<file path="src/rtl/counter_sequencer.sv">
`default_nettype none
// +----------------------------------------------------------------------------+
// | Module      : counter_sequencer                                            |
// | Description : Command-driven controller for the up/down counter block.     |
// |               Accepts run commands (direction, step count, optional clear) |
// |               over a valid/ready handshake and drives the counter's        |
// |               enable, direction and clear lines for exactly the commanded  |
// |               number of cycles, then pulses done.                          |
// | Options     : BOUND_STOP_EN - stop a run when the counter reaches its      |
// |               bound (all-ones going up, zero going down) instead of        |
// |               letting it wrap; reported through saturated.                 |
// | Revision    : 1.0 - initial release                                        |
// +----------------------------------------------------------------------------+
module counter_sequencer #(
  parameter int CNT_W = 3,
  parameter int LEN_W = 8
) (
  input  logic             clk,
  input  logic             rst,
  input  logic             cmd_valid,
  output logic             cmd_ready,
  input  logic             cmd_up,
  input  logic             cmd_clr,
  input  logic [LEN_W-1:0] cmd_len,
  input  logic             abort,
  input  logic [CNT_W-1:0] count_in,
  output logic             cnt_enable,
  output logic             cnt_up,
  output logic             cnt_clear,
  output logic             busy,
  output logic [LEN_W-1:0] steps_left,
  output logic             done,
  output logic             aborted,
  output logic             saturated
);

  typedef enum logic [1:0] {
    S_IDLE  = 2'd0,
    S_CLEAR = 2'd1,
    S_RUN   = 2'd2,
    S_DONE  = 2'd3
  } state_t;

  state_t state;
  logic   at_bound;
  logic   handshake;

`ifdef BOUND_STOP_EN
  // Counter sits on the bound in the current direction; one more step would wrap.
  assign at_bound = cnt_up ? (count_in == {CNT_W{1'b1}}) : (count_in == {CNT_W{1'b0}});
`else
  // Counter wraps freely; its value is not needed.
  logic unused_count_in;
  assign unused_count_in = ^count_in;
  assign at_bound        = 1'b0;
  assign saturated       = 1'b0;
`endif

  // Ready only while idle and out of reset, so a command can never be taken under reset.
  assign cmd_ready = rst & (state == S_IDLE);
  assign handshake = cmd_valid & cmd_ready;

  // Enable is held off in the very cycle an abort or bound hit is seen, so no extra step slips through.
  assign cnt_enable = (state == S_RUN) & ~abort & ~at_bound;

  // Single FSM: state, run bookkeeping and the registered status outputs.
  always_ff @(posedge clk) begin
    if (!rst) begin
      state      <= S_IDLE;
      steps_left <= '0;
      cnt_up     <= 1'b1;
      cnt_clear  <= 1'b0;
      busy       <= 1'b0;
      done       <= 1'b0;
      aborted    <= 1'b0;
`ifdef BOUND_STOP_EN
      saturated  <= 1'b0;
`endif
    end else begin
      case (state)
        S_IDLE: begin
          if (handshake) begin
            cnt_up     <= cmd_up;
            steps_left <= cmd_len;
            aborted    <= 1'b0;
`ifdef BOUND_STOP_EN
            saturated  <= 1'b0;
`endif
            busy       <= 1'b1;
            if (cmd_clr) begin
              state     <= S_CLEAR;
              cnt_clear <= 1'b1;
            end else if (cmd_len != '0) begin
              state <= S_RUN;
            end else begin
              state <= S_DONE;
              done  <= 1'b1;
            end
          end
        end

        S_CLEAR: begin
          cnt_clear <= 1'b0;
          if (abort) begin
            state   <= S_DONE;
            done    <= 1'b1;
            aborted <= 1'b1;
          end else if (steps_left != '0) begin
            state <= S_RUN;
          end else begin
            state <= S_DONE;
            done  <= 1'b1;
          end
        end

        S_RUN: begin
          if (abort) begin
            // Abort wins over a simultaneous bound hit; remainder is kept.
            state   <= S_DONE;
            done    <= 1'b1;
            aborted <= 1'b1;
          end else if (at_bound) begin
            state     <= S_DONE;
            done      <= 1'b1;
`ifdef BOUND_STOP_EN
            saturated <= 1'b1;
`endif
          end else begin
            steps_left <= steps_left - LEN_W'(1);
            if (steps_left == LEN_W'(1)) begin
              state <= S_DONE;
              done  <= 1'b1;
            end
          end
        end

        S_DONE: begin
          // One-cycle done pulse, then back to idle; this also guarantees an idle gap.
          state <= S_IDLE;
          done  <= 1'b0;
          busy  <= 1'b0;
        end

        default: begin
          state     <= S_IDLE;
          cnt_clear <= 1'b0;
          done      <= 1'b0;
          busy      <= 1'b0;
        end
      endcase
    end
  end

endmodule
`default_nettype wire
</file>
<file path="config.mk">
export PLATFORM = sky130hd
export DESIGN_NAME = counter_sequencer
export DESIGN_NICKNAME = d
export VERILOG_FILES = /design/src/rtl/counter_sequencer.sv
export SDC_FILE = /design/constraint.sdc
export NUM_CORES = 1
export LEC_CHECK = 0
export CAP_MARGIN = 20
export CORE_AREA = 2 2 58 60
export CTS_CLUSTER_DIAMETER = 80
export DETAILED_ROUTE_END_ITERATION = 7
export DIE_AREA = 0 0 60 62
export GPL_TIMING_DRIVEN = 0
export PLACE_DENSITY = 0.57
export SKIP_LAST_GASP = 1
export SLEW_MARGIN = 20
export SYNTH_ARGS = -nofsm -noshare
export SYNTH_HDL_FRONTEND = slang
export SYNTH_SLANG_ARGS = --single-unit
export TNS_END_PERCENT = 50
</file>
<file path="constraint.sdc">
create_clock -name clk -period 4.5 [get_ports clk]
set_input_delay 0.9 -clock clk [delete_from_list [all_inputs] [get_ports clk]]
set_output_delay 0.9 -clock clk [all_outputs]
set_load 0.02 [all_outputs]
</file>
# Word level (Yosys, flattened, before mapping)
# Index checks and enable logic that the tools add are counted.
# word_totals
reg_bits	15
in_bits	17
out_inout_bits	16
elab_cells	66
# op_classes
muxes	27
bitwise_logic	4
n_eq_ne	12
n_reduce_logical	15
n_addsub	1
# ops
cell	count
8-bit 2-to-1 mux	2
8-bit case mux with 2 select lines	1
8-bit nonzero test	2
1-bit 2-to-1 mux	15
2-bit != test (second input constant)	5
3-bit AND reduction	3
8-bit by 1-bit equality test with 1-bit output (second input constant)	1
2-bit 2-to-1 mux	4
2-bit case mux with 4 select lines	1
2-bit nonzero test	4
8-bit by 1-bit subtractor with 8-bit output (second input constant)	1
1-bit case mux with 2 select lines	3
2-bit AND reduction	3
5-bit AND reduction	1
2-bit equality test (second input constant)	2
1-bit case mux with 4 select lines	1
1-bit AND	3
3-bit by 2-bit != test with 1-bit output (second input constant)	1
3-bit != test (second input constant)	1
2-bit by 1-bit equality test with 1-bit output (second input constant)	1
2-bit logical NOT	1
2-bit by 1-bit != test with 1-bit output (second input constant)	1
2-bit OR reduction	1
1-bit inverter	1

# Depth between registers and ports, before layout
# Gate-level depths: netlist of run 1.
# depth
depth_word	5
mapped_depth	8

# Worst setup path after synthesis of run 1
# Ideal clock, no wire load.
# synth_path
path_type	input-to-reg
start	input port cmd_len[2]
end	register done
setup_ps	72
n_path_buf	0
t_arrival_ps	2400
t_required_ps	4428
cell_stages	4
setup_slack_ps	2028
path_cell_list	or4_4 > or4_4 > a221oi_2 > mux2i_1
# synth_via
elab_chain_cells	3
# synth_lines
element	line_no	source
start, declared	24	input logic [LEN_W-1:0] cmd_len,
8-bit nonzero test	93	end else if (cmd_len != '0) begin
2-bit != test (no source line)	--	
5-bit AND reduction (no source line)	--	
end signal, assigned	97	done <= 1'b1;
end signal, assigned	106	done <= 1'b1;
end signal, assigned	112	done <= 1'b1;
end, declared	32	output logic done,
# No other way between the ends.
# A chain may end at the register's enable or synchronous reset.

# Final worst setup path of run 1
# layout_path
start	input port abort
end	output port cnt_enable
# layout_via
elab_chain_cells	2
# layout_lines
element	line_no	source
start, declared	25	input logic abort,
1-bit inverter	64	assign cnt_enable = (state == S_RUN) & ~abort & ~at_bound;
1-bit AND	64	
end, declared	27	output logic cnt_enable,
# No other way between the ends.

==> results of run 1 <==
## per-layer routing
layer	track usage	part of all wire	vias up
met5	0	0	-
met4	0.0476	0.0076	0
met3	0.0248	0.056	4
met2	0.276	0.47	34
met1	0.209	0.47	498
li1	-	-	527
## synth_stat cells, types with 3 or more instances
master	instances	share of area
nor3b_1	3	0.022
o221a_2	3	0.033
dfxtp_1	15	0.30
inv_1	7	0.026
ha_1	7	0.087
o21ai_0	8	0.040
a21oi_1	12	0.059
nand2b_1	3	0.019
a211oi_1	3	0.022
nor2_1	10	0.037
clkbuf_1	3	0.011
nand2_1	13	0.048
## final cells by class
cell class	instances	area (um2)
Fill cell	339	1810
Multi-Input combinational cell	96	638
Sequential cell	15	300
Timing Repair Buffer	28	280
Tap cell	46	57.6
Buffer	6	41.3
Inverter	8	30.0
Clock buffer	4	26.3
## power groups by stage
stage | Sequential, mW | Clock, mW | Combinational (mW)
final | 0.232 | 0.0782 | 0.582
after global routing | 0.240 | 0.0884 | 0.642
after CTS | 0.232 | 0.0800 | 0.581
after detailed placement | 0.234 | 0 | 0.577
after global placement | 0.233 | 0 | 0.572
after floorplan | 0.273 | 0 | 0.346
## cell families (layout without fill, tap and decap cells)
logic type,Yosys count,count (layout),share of synthesized area
flops,15,15,0.297
simple gates,43,43,0.222
mux,1,1,0.00991
compound gates,44,44,0.310
fa+ha+maj,7,7,0.0867
other cells,1,1,0.00371
buf+inv,14,46,0.0706
## critical path, stage by stage
cell and delay [ns]:
clkdlybuf4s50_1 0.54, nand2b_1 0.24, inv_1 0.06, clkdlybuf4s50_1 0.59
## how the worst max path moves through the flow
stage | end | cells past startpoint | slack (ns) | startpoint
floorplan | done | 4 | 2.03 | cmd_len[2]
global placement | cnt_enable | 4 | 1.29 | abort
detailed placement | cnt_enable | 4 | 1.28 | abort
CTS | cnt_enable | 4 | 1.27 | abort
global route | cnt_enable | 4 | 1.21 | abort
finish | cnt_enable | 4 | 1.26 | abort
## sequential cells by signal, summed over array words and instances, names as in the netlist
register    flops
steps_left      8
state           2
aborted         1
busy            1
cnt_clear       1
cnt_up          1
done            1
==> flow_metrics.env, run 1 <==
export IMPL_hpwl_um=2060
export IMPL_place_congestion=0.825
export IMPL_cts_root_buf="clkbuf_4"
export IMPL_layout_min_cycle_time_ns=3.24
export IMPL_peakVddDrop_uv=339
export IMPL_hold_viol_final=0
export IMPL_antenna_found_initial=0
export IMPL_ant_nets=0
export IMPL_clk_pin_slew_ns=0.09
export IMPL_r2r_start="state[0]"
export IMPL_dp_cells=199
export IMPL_slew_violations=0
export IMPL_setup_tns_final_ns=0
export IMPL_grt_pass1_wl_um=4490
export IMPL_ys_types=42
export IMPL_reg2reg_to="steps_left[6]"
export IMPL_start_util=0.318
export IMPL_switchingPower_mw=0.423
export IMPL_holdBufCountCts=0
export IMPL_switching_share=0.474
export IMPL_hold_depth=2
export IMPL_ctsResizeCount=0
export IMPL_seqPwrFrac=0.260
export IMPL_post_place_ws_ns=1.28
export IMPL_intPower_mw=0.469
export IMPL_ff2ff_setup_slack_ns=2.27
export IMPL_powerDensity_nw_per_um2=650
export IMPL_yosysWarnings=0
export IMPL_worst_r2r_path_depth=8
export IMPL_max_freq_mhz=309
export IMPL_mostFrequentLayoutCells="28 x clkdlybuf4s50_1, 15 x dfxtp_1, 13 x nand2_1"
export IMPL_crit_path_max_fanout=5
export IMPL_syn_area_um2=1010
export IMPL_grt_start_max_net_pins=11
export IMPL_cts_max_level=1
export IMPL_fin_crit_sh=0.720
export IMPL_clock_skew_ns=0.00421
export IMPL_syn_num_nets=149
export IMPL_cts_path_max_buffers=2
export IMPL_required_ns=3.60
export IMPL_max_slew_margin_rel=0.560
export IMPL_synth_seq_area_share=0.297
export IMPL_routed_via_density=5.24
export IMPL_layout_cells_most_common="clkdlybuf4s50_1"
export IMPL_cap_violations=0
export IMPL_port_buffers=28
export IMPL_startpoint_type="input port"
export IMPL_die_h_um=62
export IMPL_finalNetCount=182
export IMPL_cts_buffers=3
export IMPL_fin_util=0.432
export IMPL_cellLeakagePower_nw=0.508
export IMPL_power_frac_clock=0.088
export IMPL_vias=1063
export IMPL_routed_wirelength_um=2760
export IMPL_post_dp_cell_area_um2=1350
export IMPL_worst_ep_arrival_time_ns=2.34
export IMPL_synthCells=125
export IMPL_design_area_um2=1370
export IMPL_tightest_slew_ns=0.659
export IMPL_dieArea_um2=3720
export IMPL_grt_pass1_vias=1010
export IMPL_rsz0062_at_grt="false"
export IMPL_die_w_um=60
export IMPL_wl_per_cell_um=13.6
export IMPL_cts_sinks=15
export IMPL_critPathKind="input port to output port"
export IMPL_clkLatencyLatePin_ns=0.29
export IMPL_setup_ws_ns=1.26
export IMPL_firstDrtPassIters=4
export IMPL_synth_main_ff_cell="dfxtp_1"
export IMPL_hold_path_end="done"
export IMPL_grt_overflow_total=0
export IMPL_finalPower_mw=0.893
export IMPL_hp_start="done"
export IMPL_post_route_cells_drive_above_1_share=0.0892
export IMPL_fin_cells=203
export IMPL_area_growth_pct=36.1
export IMPL_io_pins=33
export IMPL_drc_errors=0
export IMPL_core_rowCount=21
export IMPL_first_iter_violations=26
export IMPL_design_core_area_um2=3180
export IMPL_status="completed"
export IMPL_grt_use_total=0.161
export IMPL_whs_ns=0.469
export IMPL_cts_tree="done"
export IMPL_antenna_cells=0
export IMPL_async_reset_ff_frac=0
export IMPL_end_kind="output port"
export IMPL_setup_viol_count_final=0
export IMPL_synth_edff_count=0
export IMPL_synth_seq_cells=15
export IMPL_post_cts_buffers=0
export IMPL_syn_area_per_cell_um2=8.08
export IMPL_hold_path_class="flip-flop to flip-flop"
export IMPL_comb_power_share=0.652
Power figures use the tool's default switching activity.
==> run 2, diff against run 1 <==
Clock period 4.5 ns to 3.3 ns, I/O delays scaled along.
==> results of run 2 <==
Same layout as run 1 (identical final DEF). Status: completed.
Among the figures that moved: setup slack after placement 1.28 ns -> 0.539 ns; setup slack after layout 1.26 ns -> 0.542 ns; register-to-register setup slack 2.27 ns -> 1.07 ns; total power 0.893 mW -> 1.22 mW; worst IR drop on VDD 339 uV -> 462 uV
